<file path="src/rtl/alu_arbiter.sv">


module alu_arbiter #(
  parameter int W   = 8,
  parameter int OPW = 4
) (
  input  logic           clk,
  input  logic           rst_n,

  input  logic           req0_valid,
  output logic           req0_ready,
  input  logic [OPW-1:0] req0_aluop,
  input  logic [W-1:0]   req0_a,
  input  logic [W-1:0]   req0_b,

  input  logic           req1_valid,
  output logic           req1_ready,
  input  logic [OPW-1:0] req1_aluop,
  input  logic [W-1:0]   req1_a,
  input  logic [W-1:0]   req1_b,

  output logic [OPW-1:0] alu_op,
  output logic [W-1:0]   alu_a,
  output logic [W-1:0]   alu_b,
  input  logic [W-1:0]   alu_out,

  output logic           rsp_valid,
  output logic           rsp_id,
  output logic [W-1:0]   rsp_data,
  input  logic           rsp_ready
);

  typedef enum logic [1:0] {
    ST_IDLE = 2'd0,
    ST_EXEC = 2'd1,
    ST_RESP = 2'd2
  } state_e;

  state_e         state_q, state_d;
  logic [OPW-1:0] op_q, op_d;
  logic [W-1:0]   a_q, a_d;
  logic [W-1:0]   b_q, b_d;
  logic [W-1:0]   data_q, data_d;
  logic           id_q, id_d;
  logic           any_valid;
  logic           grant;

`ifndef ALU_ARB_FIXED_PRIO_EN
  logic           last_q, last_d;
`endif

  // Requester that would be granted if the FSM is idle; 1 means requester 1.
  always_comb begin
    any_valid = req0_valid | req1_valid;
`ifdef ALU_ARB_FIXED_PRIO_EN
    grant = ~req0_valid;
`else
    if (req0_valid && req1_valid) begin
      grant = ~last_q;
    end else begin
      grant = ~req0_valid;
    end
`endif
  end

  // NOTE: every signal written here gets a default first, otherwise paths that skip an assignment infer latches.
  always_comb begin
    state_d    = state_q;
    op_d       = op_q;
    a_d        = a_q;
    b_d        = b_q;
    data_d     = data_q;
    id_d       = id_q;
`ifndef ALU_ARB_FIXED_PRIO_EN
    last_d     = last_q;
`endif
    req0_ready = 1'b0;
    req1_ready = 1'b0;

    unique case (state_q)
      ST_IDLE: begin
        if (any_valid) begin
          req0_ready = ~grant;
          req1_ready = grant;
          op_d       = grant ? req1_aluop : req0_aluop;
          a_d        = grant ? req1_a     : req0_a;
          b_d        = grant ? req1_b     : req0_b;
          id_d       = grant;
`ifndef ALU_ARB_FIXED_PRIO_EN
          last_d     = grant;
`endif
          state_d    = ST_EXEC;
        end
      end
      ST_EXEC: begin
        data_d  = alu_out;
        state_d = ST_RESP;
      end
      ST_RESP: begin
        if (rsp_ready) begin
          state_d = ST_IDLE;
        end
      end
      default: begin
        state_d = ST_IDLE;
      end
    endcase
  end

  // NOTE: state is updated with non-blocking assignments so every register samples pre-edge values.
  always_ff @(posedge clk or negedge rst_n) begin
    if (!rst_n) begin
      state_q <= ST_IDLE;
      op_q    <= '0;
      a_q     <= '0;
      b_q     <= '0;
      data_q  <= '0;
      id_q    <= 1'b0;
`ifndef ALU_ARB_FIXED_PRIO_EN
      last_q  <= 1'b1;
`endif
    end else begin
      state_q <= state_d;
      op_q    <= op_d;
      a_q     <= a_d;
      b_q     <= b_d;
      data_q  <= data_d;
      id_q    <= id_d;
`ifndef ALU_ARB_FIXED_PRIO_EN
      last_q  <= last_d;
`endif
    end
  end

  assign alu_op    = op_q;
  assign alu_a     = a_q;
  assign alu_b     = b_q;
  assign rsp_valid = (state_q == ST_RESP);
  assign rsp_id    = id_q;
  assign rsp_data  = data_q;

  a_one_grant : assert property (@(posedge clk) disable iff (!rst_n)
    !(req0_ready && req1_ready));

  a_rsp_hold : assert property (@(posedge clk) disable iff (!rst_n)
    (rsp_valid && !rsp_ready) |=> (rsp_valid && $stable(rsp_data) && $stable(rsp_id)));

endmodule

</file>
<file path="config.mk">
export PLATFORM = sky130hd
export DESIGN_NAME = alu_arbiter
export DESIGN_NICKNAME = d
export VERILOG_FILES = /design/src/rtl/alu_arbiter.sv
export SDC_FILE = /design/constraint.sdc
export NUM_CORES = 1
export LEC_CHECK = 0
export ABC_AREA = 1
export BUFFER_PORTS_ARGS = -buffer_cell sky130_fd_sc_hd__buf_2
export CORE_UTILIZATION = 45
export CTS_CLUSTER_SIZE = 30
export DETAILED_ROUTE_END_ITERATION = 10
export PLACE_DENSITY = 0.79
export SLEW_MARGIN = 20
export SYNTH_ARGS = -nofsm -noshare
export SYNTH_HDL_FRONTEND = slang
export SYNTH_SLANG_ARGS = --single-unit
</file>
<file path="constraint.sdc">
create_clock -name clk -period 1.3 [get_ports clk]
set_clock_uncertainty 0.05 [all_clocks]
set_input_delay 0.065 -clock clk [delete_from_list [all_inputs] [get_ports clk]]
set_output_delay 0.065 -clock clk [all_outputs]
set_load 0.01 [all_outputs]
</file>
Word-level counts from Yosys, hierarchy flattened --
Index checks and enable logic that the tools add are counted.
Storage, ports and cells: flip-flop bits (word level) 32, input port bits 53, output and inout port bits 32, logic and storage cells 30
Cells by class: equal/unequal tests 4, mux-type cells 11, bitwise logic cells 4, reductions and logical operators 4
Operators with widths (count):
- 8-bit 2-to-1 mux | 2
- 2-bit case mux with 3 select lines | 1
- 1-bit 2-to-1 mux | 5
- 2-bit 2-to-1 mux | 2
- 4-bit 2-to-1 mux | 1
- 2-bit AND reduction | 2
- 1-bit inverter | 3
- 2-bit by 1-bit == test with 1-bit output (second input constant) | 1
- 2-bit == test (second input constant) | 1
- 2-bit logical NOT | 1
- 2-bit by 1-bit inequality test with 1-bit output (second input constant) | 1
- 2-bit inequality test (second input constant) | 1
- 1-bit logical AND | 1
- 1-bit OR | 1

Longest topological paths before layout --
depth after elaboration 5, gate-level depth with buffers 7, depth with buffers taken out 6

Worst setup path before layout --
Ideal clock, no wire load.
kind register to register, start register last_q, end register id_q (netlist: rsp_id), setup time 0.118 ns, arrival time 0.981 ns, required time 1.132 ns, setup slack 0.151 ns, cell stages (with the launch flop) 7, buffers on the path 1, clock period less this slack 1.149 ns, cells stage by stage dfstp_2 > inv_1 > nand2_1 > nand2_1 > buf_2 > nand2_1 > nand2_1
On the way: word-level cells in the longest chain between the ends 2
RTL lines:
- start, declared | RTL line 49 | logic last_q, last_d;
- start signal, assigned | RTL line 130 | last_q <= last_d;
- 1-bit inverter | RTL line 59 | grant = ~last_q;
- 1-bit 2-to-1 mux | RTL line 58 | if (req0_valid && req1_valid) begin
- end signal, assigned | RTL line 128 | id_q <= id_d;
- end, declared | RTL line 44 | logic id_q, id_d;
Every way passes these cells. A chain may end at the register's enable or synchronous reset.

Worst setup path after layout --
start register last_q, end output req0_ready
On the way: word-level cells in the longest chain between the ends 5
RTL lines:
- 1-bit inverter | RTL line 59
- 1-bit 2-to-1 mux | RTL line 58
- 1-bit inverter | RTL line 83 | req0_ready = ~grant;
- 1-bit 2-to-1 mux | RTL line 82 | if (any_valid) begin
- 1-bit 2-to-1 mux | RTL line 80 | unique case (state_q)
- end, declared | RTL line 11 | output logic req0_ready,
Every way passes these cells.

==> flow_summary.toml <==
[global_routing]
grtUsageMet3_pct = 4.23
grt_usage_pct = 25.1
grt_busiest_layer = "met2"
use_met2_pct = 43.3
grt_use_met1_pct = 30.5
antenna_found_initial = 0
overflow = 0
grt_max_degree = 22
grt_pass1_wl_um = 7690
grt_pass1_vias = 1818

[critical_path]
rr_worst_depth = 7
end_kind = "output pin"
critical_path.startpoint_type = "register"
required_ns = 1.19
r2r_end = "alu_b[2]"
regToRegStartpoint = "last_q"
crit_fanout = 3
worstSetupPathType = "reg -> out"
r2r_slack_ns = -0.03
critPathArrivalTime_ns = 1.37

[sta]
fin_ws_ns = -0.186
tns_ns = -0.354
setup_violations = 4
fmax_mhz = 673
hold_slack_ns = 0.00470
slew-limit-headroom_pct = 85.6
worstMarginPinSlew_ns = 0.217
hold_violations = 0
fin_crit_sh_pct = 114
rsz0062_at_grt = "true"
period_minus_slack_ns = 1.49
slew_viol_final = 0

[cts]
htreeDepth = 2
clock_path_buffers = 2
clkLatencyLatePin_ns = 0.32
cts.clk_slew.worst_paths_ns = 0.10
cts_tree = "built"
cts-root-buf = "clkbuf_4"
clock-sinks = 32
cts_made_buffers = 5

[die]
die_area_um2 = 3860
rows = 21
die_x_um = 62.1
initial_utilization_pct = 48.0
io_pins = 85
coreArea_um2 = 3390
die_h_um = 62.1

[power]
p_leak_uw = 0.00158
powerDensity_nw_per_um2 = 1900
vdd_drop_max_uv = 979

[route]
drc = 0
wl_per_cell_um = 12.1
drtIter0Drc = 177
ant_nets = 0
num_vias = 1883
via_per_inst = 4.72
drtPass1Iterations = 4
wirelength_um = 4810

[yosys]
synth_most_common_cell = "nand2_1"
synthCells = 227
yosysTopAreaCell = "dfrtp_1"
synth_top_area_share_pct = 47.7
ys_seq_area_share_pct = 49.3
ys.flop_type = "dfrtp_1"
synth_edf_count = 0
syn_avg_cell_area_um2 = 7.17
async_reset_ff_share_pct = 100
ys.warnings.count = 0
synth_common_cells = "nand2_1 (83), nand3_1 (48), inv_1 (45), dfrtp_1 (31), buf_2 (7)"
syn_nets = 280
yosysUniqueCellTypes = 12
ys_ff_latch = 32
synth_area_um2 = 1630
netlist_top_cells_area = "dfrtp_1 (48%), nand2_1 (19%), nand3_1 (15%), inv_1 (10%), buf_2 (2.2%)"

[run_status]
outcome = "finished, violations left"
violations = "setup timing"

[place]
dp_hpwl_um = 2960
place_congestion = 0.839
io_buffers = 84

[finish]
drive_gt1_share_pct = 34.0
num-nets-final = 405
seq_area_um2 = 802
areaGrowthSynthToFinish_pct = 57.8
multiInputGateArea_um2 = 604
num_antenna_cells = 0
fillCellCount = 248

[worst_hold_path]
min_to = "alu_op[2]"
holdPathStages = 5
min_from = "req0_aluop[2]"
hold_path.class = "in -> reg"

[flow_run]
drv_cap = 0
layout by cell type, fill, tap and decap left out:
cell and count:
clkbuf_4 5, inv_2 1, nand2_1 78, buf_4 14, buf_8 1, dfrtp_1 31, clkbuf_16 1, clkinv_2 2
clkbuf_8 1, nand2_2 5, dfstp_2 1, inv_1 44, inv_4 1, nand3_1 48, nor2_1 2, buf_6 2
buf_2 84, o21ai_0 2, nor2_4 2, dlygate4sd3_1 28
worst max-delay path: stages (launching register included):
cell	delay (ns)
dfstp_2	0.54
inv_2	0.04
nand2_2	0.06
nand2_2	0.07
buf_6	0.12
nor2_1	0.07
buf_2	0.14
layer usage:
metal / wire length, um / vias to the layer above
li1: - / 929
met1: 1930 / 851
met2: 2460 / 88
met3: 264 / 15
met4: 149 / 0
met5: 0 / -
metrics by stage:
stage / cell area [um^2] / utilization (%) / power, uW / worst slack (ns) / cells
3_5_place_dp: 2130 / 62.8 / 3980 / 0.0447 / 357
2_1_floorplan: 1630 / - / 3120 / 0.151 / 227
3_3_place_gp: 2130 / 62.8 / 3930 / 0.0925 / 357
6_report: 2570 / 75.8 / 4880 / -0.186 / 399
4_1_cts: 2490 / 73.5 / 4670 / -0.186 / 395
5_1_grt: 2570 / 75.8 / 5280 / -0.226 / 399
registers in the layout (all words and copies together), names as in the netlist:
register	cells
alu_a	8
alu_b	8
alu_op	4
last_q	1
rsp_data	8
rsp_id	1
state_q	2
layout make-up:
class / count / area share [%]
clock buffer: 6 / 2.00
clock inverter: 2 / 0.390
inverter: 46 / 6.82
multi-input combinational: 137 / 23.5
sequential: 32 / 31.2
tap: 46 / 2.24
timing repair buffer: 130 / 33.8
cell families (layout without fill, tap and decap cells):
family                 Yosys count  in the layout  synth area share [%]
AO/OA/AOI/OAI                    2              2                 0.615
buffers and inverters           58            184                  14.8
flip-flops                      32             32                  49.3
AND/OR/NAND/NOR                135            135                  35.3
what timing repair did:
action                                 CTS  global route
endpoints found under the hold margin   59             0
hold buffers                            28             0
pin swaps                                1             3
gates cloned                             0             2
setup buffers                            2             3
resized for setup                        4            11
setup endpoints to repair                2            22
power breakdown:
group          switching, uW  internal [uW]  total [uW]
Clock                    332            257         590
Sequential               258           1510        1770
Combinational           1430           1090        2520
worst max path at each step:
| stage | from | endpoint | slack, ns | cells past startpoint |
|---|---|---|---|---|
| after floorplan | last_q | rsp_id | 0.15 | 6 |
| after global placement | last_q | alu_b[4] | 0.09 | 7 |
| after detailed placement | last_q | alu_a[2] | 0.04 | 7 |
| after CTS | last_q | req0_ready | -0.19 | 6 |
| after global routing | last_q | req0_ready | -0.23 | 6 |
| final | last_q | req0_ready | -0.19 | 6 |
Power figures use the tool's default switching activity.
